<file path="src/rtl/fetch_unit.sv">
// Instruction fetch stage: issues one request at a time to instruction memory,
// buffers the response, and hands it to the IF/ID register under hazard-unit control.
module fetch_unit #(
  parameter logic [31:0] RESET_PC  = 32'h0000_0000,
  parameter logic [31:0] NOP_INSTR = 32'h0000_0000
) (
  input  logic        clk,
  input  logic        rst,
  input  logic        PCWrite,
  input  logic        IFIDWrite,
  input  logic        imem_en,
  input  logic        BranchTaken,
  input  logic [31:0] BranchTarget,
  output logic        imem_req,
  output logic [31:0] imem_addr,
  input  logic [31:0] imem_rdata,
  input  logic        imem_ready,
  output logic        imem_wait,
  output logic [31:0] IFIDInstr,
  output logic [31:0] IFIDPC,
  output logic        IFIDValid,
  output logic [1:0]  dbg_state,
  output logic        dbg_redirect_pend
);

  // Handshake: imem_req is a one-cycle strobe qualifying imem_addr; the memory
  // answers with a one-cycle imem_ready carrying imem_rdata some cycles later.
  // Only one request is ever outstanding, so no ID is needed.
  typedef enum logic [1:0] {
    S_IDLE  = 2'd0,
    S_WAIT  = 2'd1,
    S_READY = 2'd2
  } state_e;

  state_e      state_q, state_d;
  logic [31:0] pc_q, pc_d;
  logic [31:0] fb_q, fb_d;
  logic        redirect_pend_q, redirect_pend_d;
  logic [31:0] ifid_instr_q, ifid_instr_d;
  logic [31:0] ifid_pc_q, ifid_pc_d;
  logic        ifid_valid_q, ifid_valid_d;
  logic [31:0] pc_plus4;

  assign pc_plus4 = pc_q + 32'd4;

  always_comb begin
    state_d         = state_q;
    pc_d            = pc_q;
    fb_d            = fb_q;
    redirect_pend_d = redirect_pend_q;
    ifid_instr_d    = ifid_instr_q;
    ifid_pc_d       = ifid_pc_q;
    ifid_valid_d    = ifid_valid_q;

    case (state_q)
      S_IDLE: begin
        if (BranchTaken) begin
          pc_d         = BranchTarget;
          ifid_instr_d = NOP_INSTR;
          ifid_valid_d = 1'b0;
        end else if (imem_en) begin
          state_d = S_WAIT;
        end
      end

      S_WAIT: begin
        if (BranchTaken) begin
          pc_d         = BranchTarget;
          ifid_instr_d = NOP_INSTR;
          ifid_valid_d = 1'b0;
          // A response landing in the same cycle as the redirect is already stale.
          if (imem_ready) begin
            redirect_pend_d = 1'b0;
            state_d         = S_IDLE;
          end else begin
            redirect_pend_d = 1'b1;
          end
        end else if (imem_ready) begin
          if (redirect_pend_q) begin
            redirect_pend_d = 1'b0;
            state_d         = S_IDLE;
          end else begin
            fb_d    = imem_rdata;
            state_d = S_READY;
          end
        end
      end

      S_READY: begin
        if (BranchTaken) begin
          pc_d         = BranchTarget;
          fb_d         = 32'h0;
          ifid_instr_d = NOP_INSTR;
          ifid_valid_d = 1'b0;
          state_d      = S_IDLE;
        end else if (IFIDWrite) begin
          ifid_instr_d = fb_q;
          ifid_pc_d    = pc_plus4;
          ifid_valid_d = 1'b1;
          // PCWrite low means the same PC must be fetched again.
          if (PCWrite) begin
            pc_d = pc_plus4;
          end
          state_d = S_IDLE;
        end
      end

      default: begin
        state_d = S_IDLE;
      end
    endcase
  end

  always_ff @(posedge clk) begin
    if (rst) begin
      state_q         <= S_IDLE;
      pc_q            <= RESET_PC;
      fb_q            <= 32'h0;
      redirect_pend_q <= 1'b0;
      ifid_instr_q    <= NOP_INSTR;
      ifid_pc_q       <= 32'h0;
      ifid_valid_q    <= 1'b0;
    end else begin
      state_q         <= state_d;
      pc_q            <= pc_d;
      fb_q            <= fb_d;
      redirect_pend_q <= redirect_pend_d;
      ifid_instr_q    <= ifid_instr_d;
      ifid_pc_q       <= ifid_pc_d;
      ifid_valid_q    <= ifid_valid_d;
    end
  end

  // The strobe is suppressed when a redirect or reset would move the PC this edge.
  assign imem_req  = (state_q == S_IDLE) && imem_en && !BranchTaken && !rst;
  assign imem_addr = pc_q;
  assign imem_wait = (state_q == S_WAIT) && !imem_ready;

  assign IFIDInstr         = ifid_instr_q;
  assign IFIDPC            = ifid_pc_q;
  assign IFIDValid         = ifid_valid_q;
  assign dbg_state         = state_q;
  assign dbg_redirect_pend = redirect_pend_q;

endmodule

</file>
<file path="config.mk">
export PLATFORM = sky130hd
export DESIGN_NAME = fetch_unit
export DESIGN_NICKNAME = d
export VERILOG_FILES = /design/src/rtl/fetch_unit.sv
export SDC_FILE = /design/constraint.sdc
export NUM_CORES = 1
export LEC_CHECK = 0
export ABC_AREA = 1
export ABC_CLOCK_PERIOD_IN_PS = 1800
export CAP_MARGIN = 40
export CELL_PAD_IN_SITES_DETAIL_PLACEMENT = 0
export CELL_PAD_IN_SITES_GLOBAL_PLACEMENT = 1
export CORE_ASPECT_RATIO = 0.7
export CORE_MARGIN = 2
export CORE_UTILIZATION = 33
export DETAILED_ROUTE_END_ITERATION = 8
export PLACE_DENSITY_LB_ADDON = 0.1
export SLEW_MARGIN = 10
export SYNTH_ARGS = -nofsm -noshare
export SYNTH_HDL_FRONTEND = slang
export SYNTH_SLANG_ARGS = --single-unit
</file>
<file path="constraint.sdc">
create_clock -name clk -period 1.8 [get_ports clk]
set_input_delay 0.45 -clock clk [delete_from_list [all_inputs] [get_ports clk]]
set_output_delay 0.45 -clock clk [all_outputs]
set_load 0.1 [all_outputs]
</file>
* Word-level counts from Yosys, hierarchy flattened *
Index checks and enable logic that the tools add are counted.

word-level totals
  logic and storage cells = 67
  output and inout port bits = 102
  input port bits = 71
  register bits after elaboration = 132

operators by class
  multiplexer cells = 29
  bitwise operators = 1
  reductions and logical operators = 18
  $add $sub $neg = 1
  equality and inequality tests = 11

operator list
  cell                     number
  $mux W32                 10
  $pmux W32 S2             3
  $add A32 B3 Y32 const B  1
  $mux W2                  8
  $ne A2 B2 Y1 const B     6
  $reduce_and A4 Y1        2
  $mux W1                  6
  $ne A3 B3 Y1 const B     2
  $pmux W2 S3              1
  $reduce_and A3 Y1        2
  $reduce_bool A2 Y1       3
  $reduce_and A5 Y1        1
  $logic_and A1 B1 Y1      4
  $logic_not A1 Y1         3
  $eq A2 B1 Y1 const B     1
  $eq A2 B2 Y1 const B     1
  $logic_not A2 Y1         1
  $ne A2 B1 Y1 const B     1
  $pmux W1 S2              1
  $reduce_and A2 Y1        1
  $reduce_or A2 Y1         1
  $not A1 Y1               1

* Logic depth before layout (Yosys ltp) *
  depth after elaboration = 5
  mapped depth = 11
  gate-level depth less buffers = 10

* Worst setup path after synthesis *
OpenSTA, ideal clock, no wires.

  path kind = register -> output
  from = register state_q[0], in the netlist dbg_state[0]
  to = output port imem_wait
  stages on the path, launching flop included = 5
  data required time = 1.350 ns
  buffers on the path = 0
  setup slack = -1.343 ns
  arrival time = 2.693 ns
  cell sequence = dfxtp_1 inv_1 nor2_1 inv_1 nor2_1

between the ends
  word-level cells in the longest chain between the ends = 2

RTL lines
  item                    RTL line  source
  from (decl)             35        state_e state_q, state_d;
  from (signal assigned)  124       state_q <= state_d;
  $eq A2 B1 Y1            137       assign imem_wait = (state_q == S_WAIT) && !imem_ready;
  $logic_and A1 B1 Y1     137
  to (decl)               18        output logic imem_wait,

No other way between the ends.

* Worst setup path after layout *
  from = register state_q[1], in the netlist dbg_state[1]
  to = output port imem_req

between the ends
  word-level cells in the longest chain between the ends = 4

RTL lines
  item                               RTL line  source
  $logic_not A2 Y1                   135       assign imem_req = (state_q == S_IDLE) && imem_en && !BranchTaken && !rst;
  $logic_and A1 B1 Y1 (3 in series)  135
  to (decl)                          14        output logic imem_req,

No other way between the ends.

==> reports/qor.csv <==
stage,metric,value,unit
status,outcome,"complete, no violations",
worst_setup_path,crit_chain,inv_4 > nand4_1 > nor2_4 > buf_12,
global_route,grt_pass1_wl,31300,µm
global_route,grt_max_degree,53,
routing,initialDrtViolationCount,413,
die,io_pins,173,
logic_synthesis,synth_area_per_cell,7.08,µm²
timing,skew,8.08,ps
timing,max_slew.worst_pin.slew,384,ps
timing,maxSlewViolCount,0,
power_and_ir_drop,peakVddDrop,0.475,mV
global_route,met1_usage,0.336,
routing,vias_per_cell,4.91,
worst_setup_path,worstPathArrival,1350,ps
clocking,cts_root_buf,clkbuf_16,
global_route,met2_usage,0.287,
placed_design,post-dp-hpwl,14600,µm
routing,drt-pass1-iter-count,7,
timing,min_period_over_period,0.999,
logic_synthesis,seq_area_frac_synth,0.451,
worst_setup_path,critPathBufInv,2,
logic_synthesis,ys_ff_latch,132,
global_route,gr-max-usage-layer,met1,
global_route,grt_use_total,0.216,
logic_synthesis,syn_inst,828,
power_and_ir_drop,power.leakage,3.88,nW
timing,finalHoldViolCount,0,
global_route,grt_use_met3,0.0637,
routing,routed_wl,20200,µm
timing,fin_crit,1800,ps
placed_design,place_inst,1225,
routing,drc,0,
die,start_util,0.340,
clocking,path_clk_slew,60,ps
die,dieWidth,163,µm
clocking,numClockSinks,132,
min_path,worstHoldPathType,input port to flip-flop,
worst_setup_path,end_kind,output pin,
worst_setup_path,path_delay_family,flip-flops,
layout,n_antenna_cell,0,
worst_setup_path,start_kind,flip-flop,
worst_setup_path,path_class,flip-flop to output pin,
routing,routedWlPerCell,16.1,µm
logic_synthesis,yosys.cell_types.count,31,
logic_synthesis,yosys_warnings,0,
clocking,ctsHtreeMaxLevel,4,
worst_setup_path,r2r_slack,150,ps
layout,area_delta_synth_final,68.0,%
timing,rsz0062_at_grt,true,
die,die_h,116,µm
clocking,clock_latency,420,ps
routing,final_antenna_net_count,0,
logic_synthesis,synth_nets,900,
layout,final_net_count,1087,
layout,final_core_utilization,0.571,
logic_synthesis,syn_area,0.00586,mm²
clocking,clk_path_buf_depth,2,
die,die_area,0.0189,mm²
timing,maxSlewHeadroom,0.744,
worst_setup_path,crit_slowest_cell,dfxtp_4,
timing,fmax,0.556,GHz
clocking,cts_buffers,17,
placed_design,port_buffers,172,
layout,drive_gt1_frac,0.235,
clocking,cts_tree,built,
timing,setup_violations,0,
layout,stdcell_count,1259,
global_route,grt_pass1_vias,5587,
flow_run,cap_viol_max_count,0,
layout,layout_common_cells,"nand2_1 (187), a21oi_1 (125), buf_12 (109)",
worst_setup_path,worstPathMaxFanout,4,
die,fp-row-count,40,
layout,layout_commonest_cell,nand2_1,
power_and_ir_drop,p_per_area,833,mW/mm²
clocking,cts_hold_buf,0,
global_route,antenna_found_initial,0,
worst_setup_path,crit_required,1350,ps
global_route,overflow,0,
worst_setup_path,max_stage_delay,370,ps
die,core-area,0.0173,mm²
placed_design,gp_congestion,0.849,
routing,route.vias.total,6177,
==> flip-flops by register name, indices dropped and copies added, names as in the netlist <==
| name | cells |
|---|---|
| fb_q | 32 |
| dbg_redirect_pend | 1 |
| dbg_state | 2 |
| IFIDPC | 32 |
| IFIDInstr | 32 |
| imem_addr | 32 |
| IFIDValid | 1 |
==> per-layer routing <==
| metal | up-vias | wire length (µm) |
|---|---|---|
| met2 | 213 | 7890 |
| li1 | 3112 | - |
| met3 | 15 | 1690 |
| met4 | 0 | 168 |
| met5 | - | 0 |
| met1 | 2837 | 10500 |
==> worst reg2reg max path: cells and delay by family, from the launching register on <==
kind / cells / cell delay [ps]
flops: 1 / 360
compound gates: 1 / 140
simple gates: 7 / 650
buf+inv: 2 / 210
fa+ha+maj: 1 / 190
==> final cells by class <==
type	count	area, µm²
Fill cell	1588	7420
Clock buffer	20	458
Sequential cell	132	2690
Multi-Input combinational cell	587	2800
Inverter	53	201
Clock inverter	12	190
Timing Repair Buffer	224	3220
Tap cell	231	289
==> final timing paths <==
kind	startpoint	end	cells past startpoint
max	dbg_state[1]$_SDFFE_PP0P_	imem_req	4
min	imem_en	dbg_state[0]$_SDFFE_PP0P_	3
max reg2reg	imem_addr[2]$_SDFFE_PP0P_	IFIDPC[26]$_SDFFE_PP0P_	11
min reg2reg	fb_q[20]$_SDFFE_PP0P_	IFIDInstr[20]$_SDFFE_PP0P_	2
==> logic make-up after synthesis <==
kind of cell	Yosys count	share of synthesized area
fa+ha+maj	1	0.00213
flops	132	0.451
buf+inv	109	0.0802
simple gates	377	0.276
xor+xnor	15	0.0224
compound gates	194	0.169
==> report_power, final <==
part | internal, W | switching, W | total, W | leakage, nW
Clock | 0.00243 | 0.00139 | 0.00383 | 0.316
Combinational | 0.000493 | 0.000765 | 0.00126 | 2.48
Sequential | 0.00300 | 0.000118 | 0.00312 | 1.08
Total | 0.00593 | 0.00228 | 0.00820 | 3.88
==> synthesized netlist by cell type <==
cell | count | area share
a31oi_1 | 2 | 0.0021
clkbuf_2 | 1 | 0.00085
a21oi_1 | 125 | 0.11
and2_1 | 2 | 0.0021
buf_1 | 7 | 0.0045
nand2_1 | 187 | 0.12
nand3_1 | 43 | 0.037
nand3b_1 | 5 | 0.0064
clkbuf_1 | 27 | 0.017
a21o_1 | 1 | 0.0013
or2_2 | 1 | 0.0011
nor2_4 | 3 | 0.0058
a211oi_1 | 2 | 0.0026
ha_1 | 1 | 0.0021
nor3_1 | 1 | 0.00085
buf_6 | 3 | 0.0058
nor2_1 | 95 | 0.061
a21oi_2 | 2 | 0.0030
xor2_1 | 11 | 0.016
o21ai_0 | 60 | 0.051
buf_2 | 12 | 0.010
clkinv_1 | 1 | 0.00064
inv_2 | 5 | 0.0032
buf_4 | 6 | 0.0077
xnor2_1 | 4 | 0.0060
dfxtp_1 | 132 | 0.45
nand2_2 | 2 | 0.0021
o21ai_1 | 2 | 0.0017
inv_1 | 47 | 0.030
nand4_1 | 33 | 0.035
nor2_2 | 5 | 0.0053
==> per-stage QoR <==
step	worst slack [ps]	instance area (µm²)	hold WS, ps	setup TNS (ps)	total power (W)
finish	1.19	9850	411	0	0.00820
global route	-62.7	9850	423	-119	0.00845
CTS	-65.7	9820	462	-65.7	0.00827
detailed placement	-221	9160	454	-13500	0.00443
global placement	-165	9160	453	-9680	0.00444
floorplan	-29.0	5930	440	-29.0	0.00384
==> repair_timing <==
action | in CTS | in global routing
setup buffers | 2 | 0
setup endpoints to repair | 2 | 19
resized for setup | 2 | 12
pin swaps | 1 | 2
(Power assumes the default switching activity.)
